File: config.mk
export PLATFORM = sky130hd
export DESIGN_NAME = branch_predictor_bht
export DESIGN_NICKNAME = d
export VERILOG_FILES = /design/src/rtl/branch_predictor_bht.sv
export SDC_FILE = /design/constraint.sdc
export NUM_CORES = 1
export LEC_CHECK = 0
export BUFFER_PORTS_ARGS = -buffer_cell sky130_fd_sc_hd__buf_2
export CAP_MARGIN = 20
export CORE_ASPECT_RATIO = 0.75
export CORE_MARGIN = 2
export CORE_UTILIZATION = 50
export DETAILED_ROUTE_END_ITERATION = 8
export PLACE_DENSITY = 0.75
export SLEW_MARGIN = 10
export SYNTH_ARGS = -nofsm -noshare
export SYNTH_HDL_FRONTEND = slang
export SYNTH_SLANG_ARGS = --single-unit
File: constraint.sdc
create_clock -name clk -period 3 [get_ports clk]
set_clock_uncertainty 0.2 [all_clocks]
set_input_delay 0.3 -clock clk [delete_from_list [all_inputs] [get_ports clk]]
set_output_delay 0.3 -clock clk [all_outputs]
set_load 0.01 [all_outputs]
File: src/rtl/branch_predictor_bht.sv
`default_nettype none
// ============================================================================
// Module      : branch_predictor_bht
// Description : PC-indexed saturating-counter branch predictor that also
//               resolves branches and drives fetch redirect/hold/flush.
// Revision    : 1.0 - initial release
// ============================================================================
module branch_predictor_bht #(
  parameter int IDX_BITS   = 6,
  parameter int CTR_BITS   = 2,
  parameter int INIT_STATE = 1,
  parameter int CNT_WIDTH  = 16
) (
  input  logic                 clk,
  input  logic                 rst_n,
  input  logic                 stall,
  input  logic [1:0]           branch_type,
  input  logic [31:0]          pc_id,
  input  logic [31:0]          imm,
  input  logic [2:0]           f3_exe,
  input  logic [31:0]          imm_exe,
  input  logic [31:0]          pc_plus4_exe,
  input  logic [31:0]          alu_out,
  input  logic                 zero_flag,
  input  logic                 neg_flag,
  input  logic                 negu_flag,
  output logic                 flush,
  output logic                 hold,
  output logic                 branch,
  output logic                 bypass,
  output logic [31:0]          pc_next,
  output logic                 pred_taken,
  output logic [CNT_WIDTH-1:0] branch_count,
  output logic [CNT_WIDTH-1:0] mispredict_count
);

  localparam logic [1:0] NON_TYPE  = 2'd0;
  localparam logic [1:0] JAL_TYPE  = 2'd1;
  localparam logic [1:0] JALR_TYPE = 2'd2;
  localparam logic [1:0] COND_TYPE = 2'd3;

  localparam logic [2:0] F3_BEQ  = 3'b000;
  localparam logic [2:0] F3_BNE  = 3'b001;
  localparam logic [2:0] F3_BLT  = 3'b100;
  localparam logic [2:0] F3_BGE  = 3'b101;
  localparam logic [2:0] F3_BLTU = 3'b110;
  localparam logic [2:0] F3_BGEU = 3'b111;

  localparam int                  ENTRIES  = 1 << IDX_BITS;
  localparam logic [CTR_BITS-1:0] CTR_MAX  = '1;
  localparam logic [CTR_BITS-1:0] CTR_INIT = CTR_BITS'(INIT_STATE);

  logic [CTR_BITS-1:0] bht [ENTRIES];
  logic [1:0]          type_exe;
  logic                pred_exe;
  logic [IDX_BITS-1:0] idx_exe;
  logic [IDX_BITS-1:0] idx_id;
  logic                taken;
  logic                mispredict;
  logic                update;
  logic                unused_pc_bits;

  assign idx_id         = pc_id[IDX_BITS+1:2];
  assign unused_pc_bits = ^{pc_id[31:IDX_BITS+2], pc_id[1:0]};
  // Lookup deliberately sees the pre-update counter on a same-index collision.
  assign pred_taken     = bht[idx_id][CTR_BITS-1];

  always_comb begin
    taken = 1'b0;
    case (f3_exe)
      F3_BEQ:  taken = zero_flag;
      F3_BNE:  taken = !zero_flag;
      F3_BLT:  taken = neg_flag;
      F3_BGE:  taken = !neg_flag;
      F3_BLTU: taken = negu_flag;
      F3_BGEU: taken = !negu_flag;
      default: taken = 1'b0;
    endcase
  end

  assign mispredict = (type_exe == COND_TYPE) && (taken != pred_exe);
  assign update     = !stall && (type_exe == COND_TYPE);

  // Execute-stage actions take priority; otherwise decode decides.
  always_comb begin
    flush   = 1'b0;
    hold    = 1'b0;
    branch  = 1'b0;
    bypass  = 1'b0;
    pc_next = '0;
    if (mispredict) begin
      flush   = 1'b1;
      branch  = 1'b1;
      pc_next = taken ? imm_exe : pc_plus4_exe;
    end else if (type_exe == JALR_TYPE) begin
      flush   = 1'b1;
      bypass  = 1'b1;
      pc_next = alu_out;
    end else begin
      case (branch_type)
        JAL_TYPE: begin
          branch  = 1'b1;
          pc_next = imm;
        end
        JALR_TYPE: hold = 1'b1;
        COND_TYPE: begin
          if (pred_taken) begin
            branch  = 1'b1;
            pc_next = imm;
          end
        end
        default: ;
      endcase
    end
  end

  always_ff @(posedge clk or negedge rst_n) begin
    if (!rst_n) begin
      type_exe <= NON_TYPE;
      pred_exe <= 1'b0;
      idx_exe  <= '0;
    end else if (!stall) begin
      type_exe <= flush ? NON_TYPE : branch_type;
      pred_exe <= pred_taken;
      idx_exe  <= idx_id;
    end
  end

  for (genvar i = 0; i < ENTRIES; i++) begin : g_entry
    always_ff @(posedge clk or negedge rst_n) begin
      if (!rst_n) begin
        bht[i] <= CTR_INIT;
      end else if (update && (idx_exe == IDX_BITS'(i))) begin
        if (taken && (bht[i] != CTR_MAX))
          bht[i] <= bht[i] + CTR_BITS'(1);
        else if (!taken && (bht[i] != '0))
          bht[i] <= bht[i] - CTR_BITS'(1);
      end
    end
  end

  always_ff @(posedge clk or negedge rst_n) begin
    if (!rst_n) begin
      branch_count     <= '0;
      mispredict_count <= '0;
    end else if (update) begin
      branch_count <= branch_count + CNT_WIDTH'(1);
      if (mispredict)
        mispredict_count <= mispredict_count + CNT_WIDTH'(1);
    end
  end

endmodule
`default_nettype wire

## Word level (Yosys, flattened, before mapping)

Index checks and enable logic that the tools add are counted.

- Input port bits: 171
- Bits in latches: 0
- Bits in registers: 169
- ROM bits: 0
- Output and inout port bits: 69
- Memory bits (writable): 0
- Word-level logic and storage cells: 881
- Memories kept: 0

- Div/mod/pow operators: 0
- Bitwise operators: 1
- Add/subtract/negate cells: 130
- Multiply operators: 0
- Shift operators: 0
- Reductions and logical operators: 394
- Order comparisons: 1
- Equal/unequal tests: 138
- Muxes and demuxes: 148

Operator list:

| operator | number |
|---|---|
| $mux 2 | 131 |
| $reduce_bool 2->1 | 128 |
| $logic_and 1x1->1 | 194 |
| $eq 6x6->1 const B | 32 |
| $reduce_and 2->1 | 65 |
| $add 2x1->2 const B | 64 |
| $mux 32 | 4 |
| $ne 2x2->1 const B | 64 |
| $sub 2x1->2 const B | 64 |
| $eq 6x5->1 const B | 16 |
| $pmux 32 s2 | 1 |
| $eq 6x4->1 const B | 8 |
| $add 16x1->16 const B | 2 |
| $eq 6x3->1 const B | 4 |
| $bmux 2 s6 | 1 |
| $eq 3x3->1 const B | 4 |
| $eq 6x2->1 const B | 2 |
| $mux 1 | 9 |
| $eq 2x2->1 const B | 4 |
| $ge 7x7->1 const B | 1 |
| $not 6->7 | 1 |
| $eq 6x1->1 const B | 1 |
| $logic_not 6->1 | 1 |
| $pmux 1 s6 | 1 |
| other kinds (6) | 10 |

## Depth between registers and ports, before layout

- Word-level depth: 8
- Gate-level depth with buffers: 10
- Gate-level depth less buffers: 6

## Least setup slack after synthesis

OpenSTA, ideal clock, no wires.

- Path kind: input port to output port
- Start point: input pc_id[2]
- End point: output pc_next[10]
- Path buffers: 4
- Stages: 10
- Required time: 2.500 ns
- Path slack: 0.426 ns
- Data arrival time: 2.074 ns
- Cells stage by stage: buf_6 -> buf_12 -> mux2i_1 -> mux4_2 -> a221oi_1 -> and3_1 -> buf_6 -> buf_6 -> o211ai_1 -> a2bb2oi_1

- Word-level cells in the longest chain between the ends: 8

RTL lines:

| item | line | text |
|---|---|---|
| start: declaration | 18 | `input logic [31:0] pc_id,` |
| $not 6->7 (not written as such) | 66 | `assign pred_taken = bht[idx_id][CTR_BITS-1];` |
| $bmux 2 s6 | 66 |  |
| $mux 2 (not written as such) (2 in a row) | 66 |  |
| $mux 32 | 107 | `if (pred_taken) begin` |
| $pmux 32 s2 | 100 | `case (branch_type)` |
| $mux 32 | 95 | `end else if (type_exe == JALR_TYPE) begin` |
| $mux 32 | 91 | `if (mispredict) begin` |
| end: declaration | 31 | `output logic [31:0] pc_next,` |

No other way between the ends. The select of a mux whose other input is x is not followed.

## Worst setup path after layout

- Start point: register bht[17] (netlist bit)
- End point: output branch

- Word-level cells in the longest chain between the ends: 7

RTL lines:

| item | line | text |
|---|---|---|
| start: declaration | 53 | `logic [CTR_BITS-1:0] bht [ENTRIES];` |
| start signal: indexed assignment | 135 | `bht[i] <= bht[i] + CTR_BITS'(1);` |
| start signal: indexed assignment | 137 | `bht[i] <= bht[i] - CTR_BITS'(1);` |
| $bmux 2 s6 | 66 |  |
| $mux 2 (not written as such) (2 in a row) | 66 |  |
| $mux 1 | 107 |  |
| $pmux 1 s2 | 100 |  |
| $mux 1 | 95 |  |
| $mux 1 | 91 |  |
| end: declaration | 29 | `output logic branch,` |

No other way between the ends. The select of a mux whose other input is x is not followed.

==> results.cfg <==
[outcome]
status = complete, but fails checks
violations = negative setup slack

[timing]
fin_crit_ps = 3090
max_slew_margin_pct = 53.4
fmax_mhz = 324
min_period_over_period_pct = 103
finalHoldViolations = 0
holdWs_ps = 39.9
setup_viol = 33
setup_slack_ps = -89.8
fin_setup_tns_ps = -1750
drv_slew = 0
rsz0062_at_grt = true
tightest_slew_ps = 699

[detailed_routing]
wirelength_um = 30800
antenna_left = 0
wire_per_inst_um = 17.9
drt-initial-drc-count = 963
num_vias = 10300
drcViolationCount = 0
drt_first_pass_iters = 5
viasPerCell = 5.97

[die]
start_util_pct = 51.5
die_y_um = 130
die_area_mm2 = 0.0222
die_w_um = 172
rows = 45
coreArea_mm2 = 0.0204
io_pins = 240

[logic_synthesis]
syn_avg_cell_area_um2 = 8.75
synth-edff-count = 0
synth_warnings = 0
syn-num-nets = 1377
synth_top_cells_by_count = nor2_1, a21oi_1, dfrtp_1
synth_top_area_share_pct = 25.0
syn_inst = 1204
ys_seq_elements = 169
yosysMostFrequentCell = nor2_1
netlist_area_mm2 = 0.0105
synth_ff_type = dfrtp_1
synthArstFlopShare_pct = 100
synth.distinct_cells = 52
yosysTopAreaCell = dfrtp_1
ys_top_cells_by_area = dfrtp_1, dfstp_2, a21oi_1
yosysSeqAreaShare_pct = 40.9

[min_path]
hp-class = in -> reg

[grt]
grt_pass1_wl_um = 48300
track_usage_pct = 27.4
grt_pass1_vias = 9404
overflow = 0
grt_start_max_net_pins = 131
antenna_found_initial = 1

[layout]
drive_gt1_share_pct = 34.2
antenna_cells = 0
synthToLayoutAreaGrowth_pct = 22.3
fin_nets = 1603

[clock_tree]
htree_levels = 4
root_buffer = clkbuf_16
clockBufferDepth = 2
cts.sinks = 169
clk_latency_ps = 430
cts_tree = built
cts_buffers = 17
cts.clk_slew.worst_paths_ps = 70

[placement]
routabilityCongestion = 0.805
dpl.hpwl_um = 19700
io_buffers = 213

[pwr]
p_leak_uw = 0.00524
powerDensity_mw_per_mm2 = 460
ir_worst_vdd_mv = 0.319

[critical_path]
worstSetupPathType = reg -> out
path_max_fanout = 16
critPathCaptureType = primary output
startpoint_type = flip-flop
arrival_ps = 2590
worstPathRequired_ps = 2500

[flow_run]
cap_viol_max_count = 0
[through the flow]
stage | setup WS (ps) | utilization [%] | area, um^2 | std cells | total power, uW
after floorplan | 426 | - | 10500 | 1204 | 3210
after global placement | 65.5 | 57.7 | 11800 | 1645 | 3630
after detailed placement | 18.2 | 57.7 | 11800 | 1645 | 3660
after CTS | -87.4 | 62.8 | 12800 | 1722 | 5930
after global routing | -168 | 63.0 | 12900 | 1725 | 6180
final | -89.8 | 63.0 | 12900 | 1725 | 5920
[cell families (layout without fill, tap and decap cells)]
logic type	Yosys count	after routing	synth area share [%]
mux	42	42	5.72
flops	169	169	40.9
xor+xnor	31	31	2.58
compound gates	392	392	25.7
fa+ha+maj	2	2	0.238
buf+inv	83	322	4.65
simple gates	485	485	20.2
[state kept, by name (all words and copies together), names as in the netlist]
register and cells:
idx_exe 6, bht 128, pred_exe 1, mispredict_count 16
type_exe 2, branch_count 16
[metal layers]
| metal | share of wire (%) | track usage (%) | wire, um |
|---|---|---|---|
| met1 | 44 | 38.2 | 13500 |
| met2 | 46 | 42.9 | 14300 |
| met3 | 7.7 | 5.74 | 2370 |
| met4 | 2.1 | 9.07 | 638 |
| met5 | 0 | 0 | 0 |
[worst paths after layout]
kind	depth (start not counted)	endpoint	start	slack [ps]
worst max-delay path	8	branch	bht[17]	-90
worst min-delay path	3	type_exe[0]	branch_type[0]	40
worst max register to register	7	pred_exe	bht[17]	520
worst min register to register	1	mispredict_count[15]	mispredict_count[15]	270
max in group asynchronous	3	bht[120]	rst_n	1530
min in group asynchronous	2	branch_count[12]	rst_n	230
[report_power, final]
part	total, uW	switching [uW]	internal, uW	leakage (uW)
clock network	2230	988	1250	0.000286
logic	1270	762	509	0.00286
registers	2420	75.3	2340	0.00210
[area by class of cell]
cell class	instances	area, um^2
fillers	1694	7560
multi-input cells	952	5820
flip-flops and latches	169	4310
repair buffers	288	1790
clock buffers	18	429
well taps	282	353
clock inverters	14	160
inverters	2	7.51
[critical path: stages, from the launching register on]
cell     delay (ps)
dfrtp_1         400
mux4_2          530
mux2i_2         190
nand2_1          90
and4_4          240
buf_16          170
or2_4           240
o22a_1          150
buf_2           140
[layout by cell type (no fill, tap or decap), types with 5 or more instances in the layout]
cell type,instances
o21ai_0,8
o211ai_2,5
clkinv_4,5
mux4_2,13
buf_4,60
o221a_2,61
a21oi_1,220
dlygate4sd3_1,5
nand2_1,93
nor2b_1,5
nand3_1,79
nor3_1,32
mux2i_1,15
a221oi_1,32
nand4_1,11
clkbuf_16,17
xor2_1,7
buf_12,6
dfstp_2,64
xnor2_1,24
o211ai_1,27
and3_1,8
buf_2,212
dfrtp_1,104
a2bb2oi_1,28
inv_6,5
nor2_1,230
mux2_2,9
[what timing repair did]
action / 4_1_cts / 5_1_grt
cloned: 3 / 0
endpoints found under the setup margin: 34 / 34
buffers inserted: 37 / 4
hold buffers: 5 / 0
endpoints found under the hold margin: 50 / 0
pin swaps: 3 / 4
resized for setup: 18 / 6
Power figures use the tool's default switching activity.
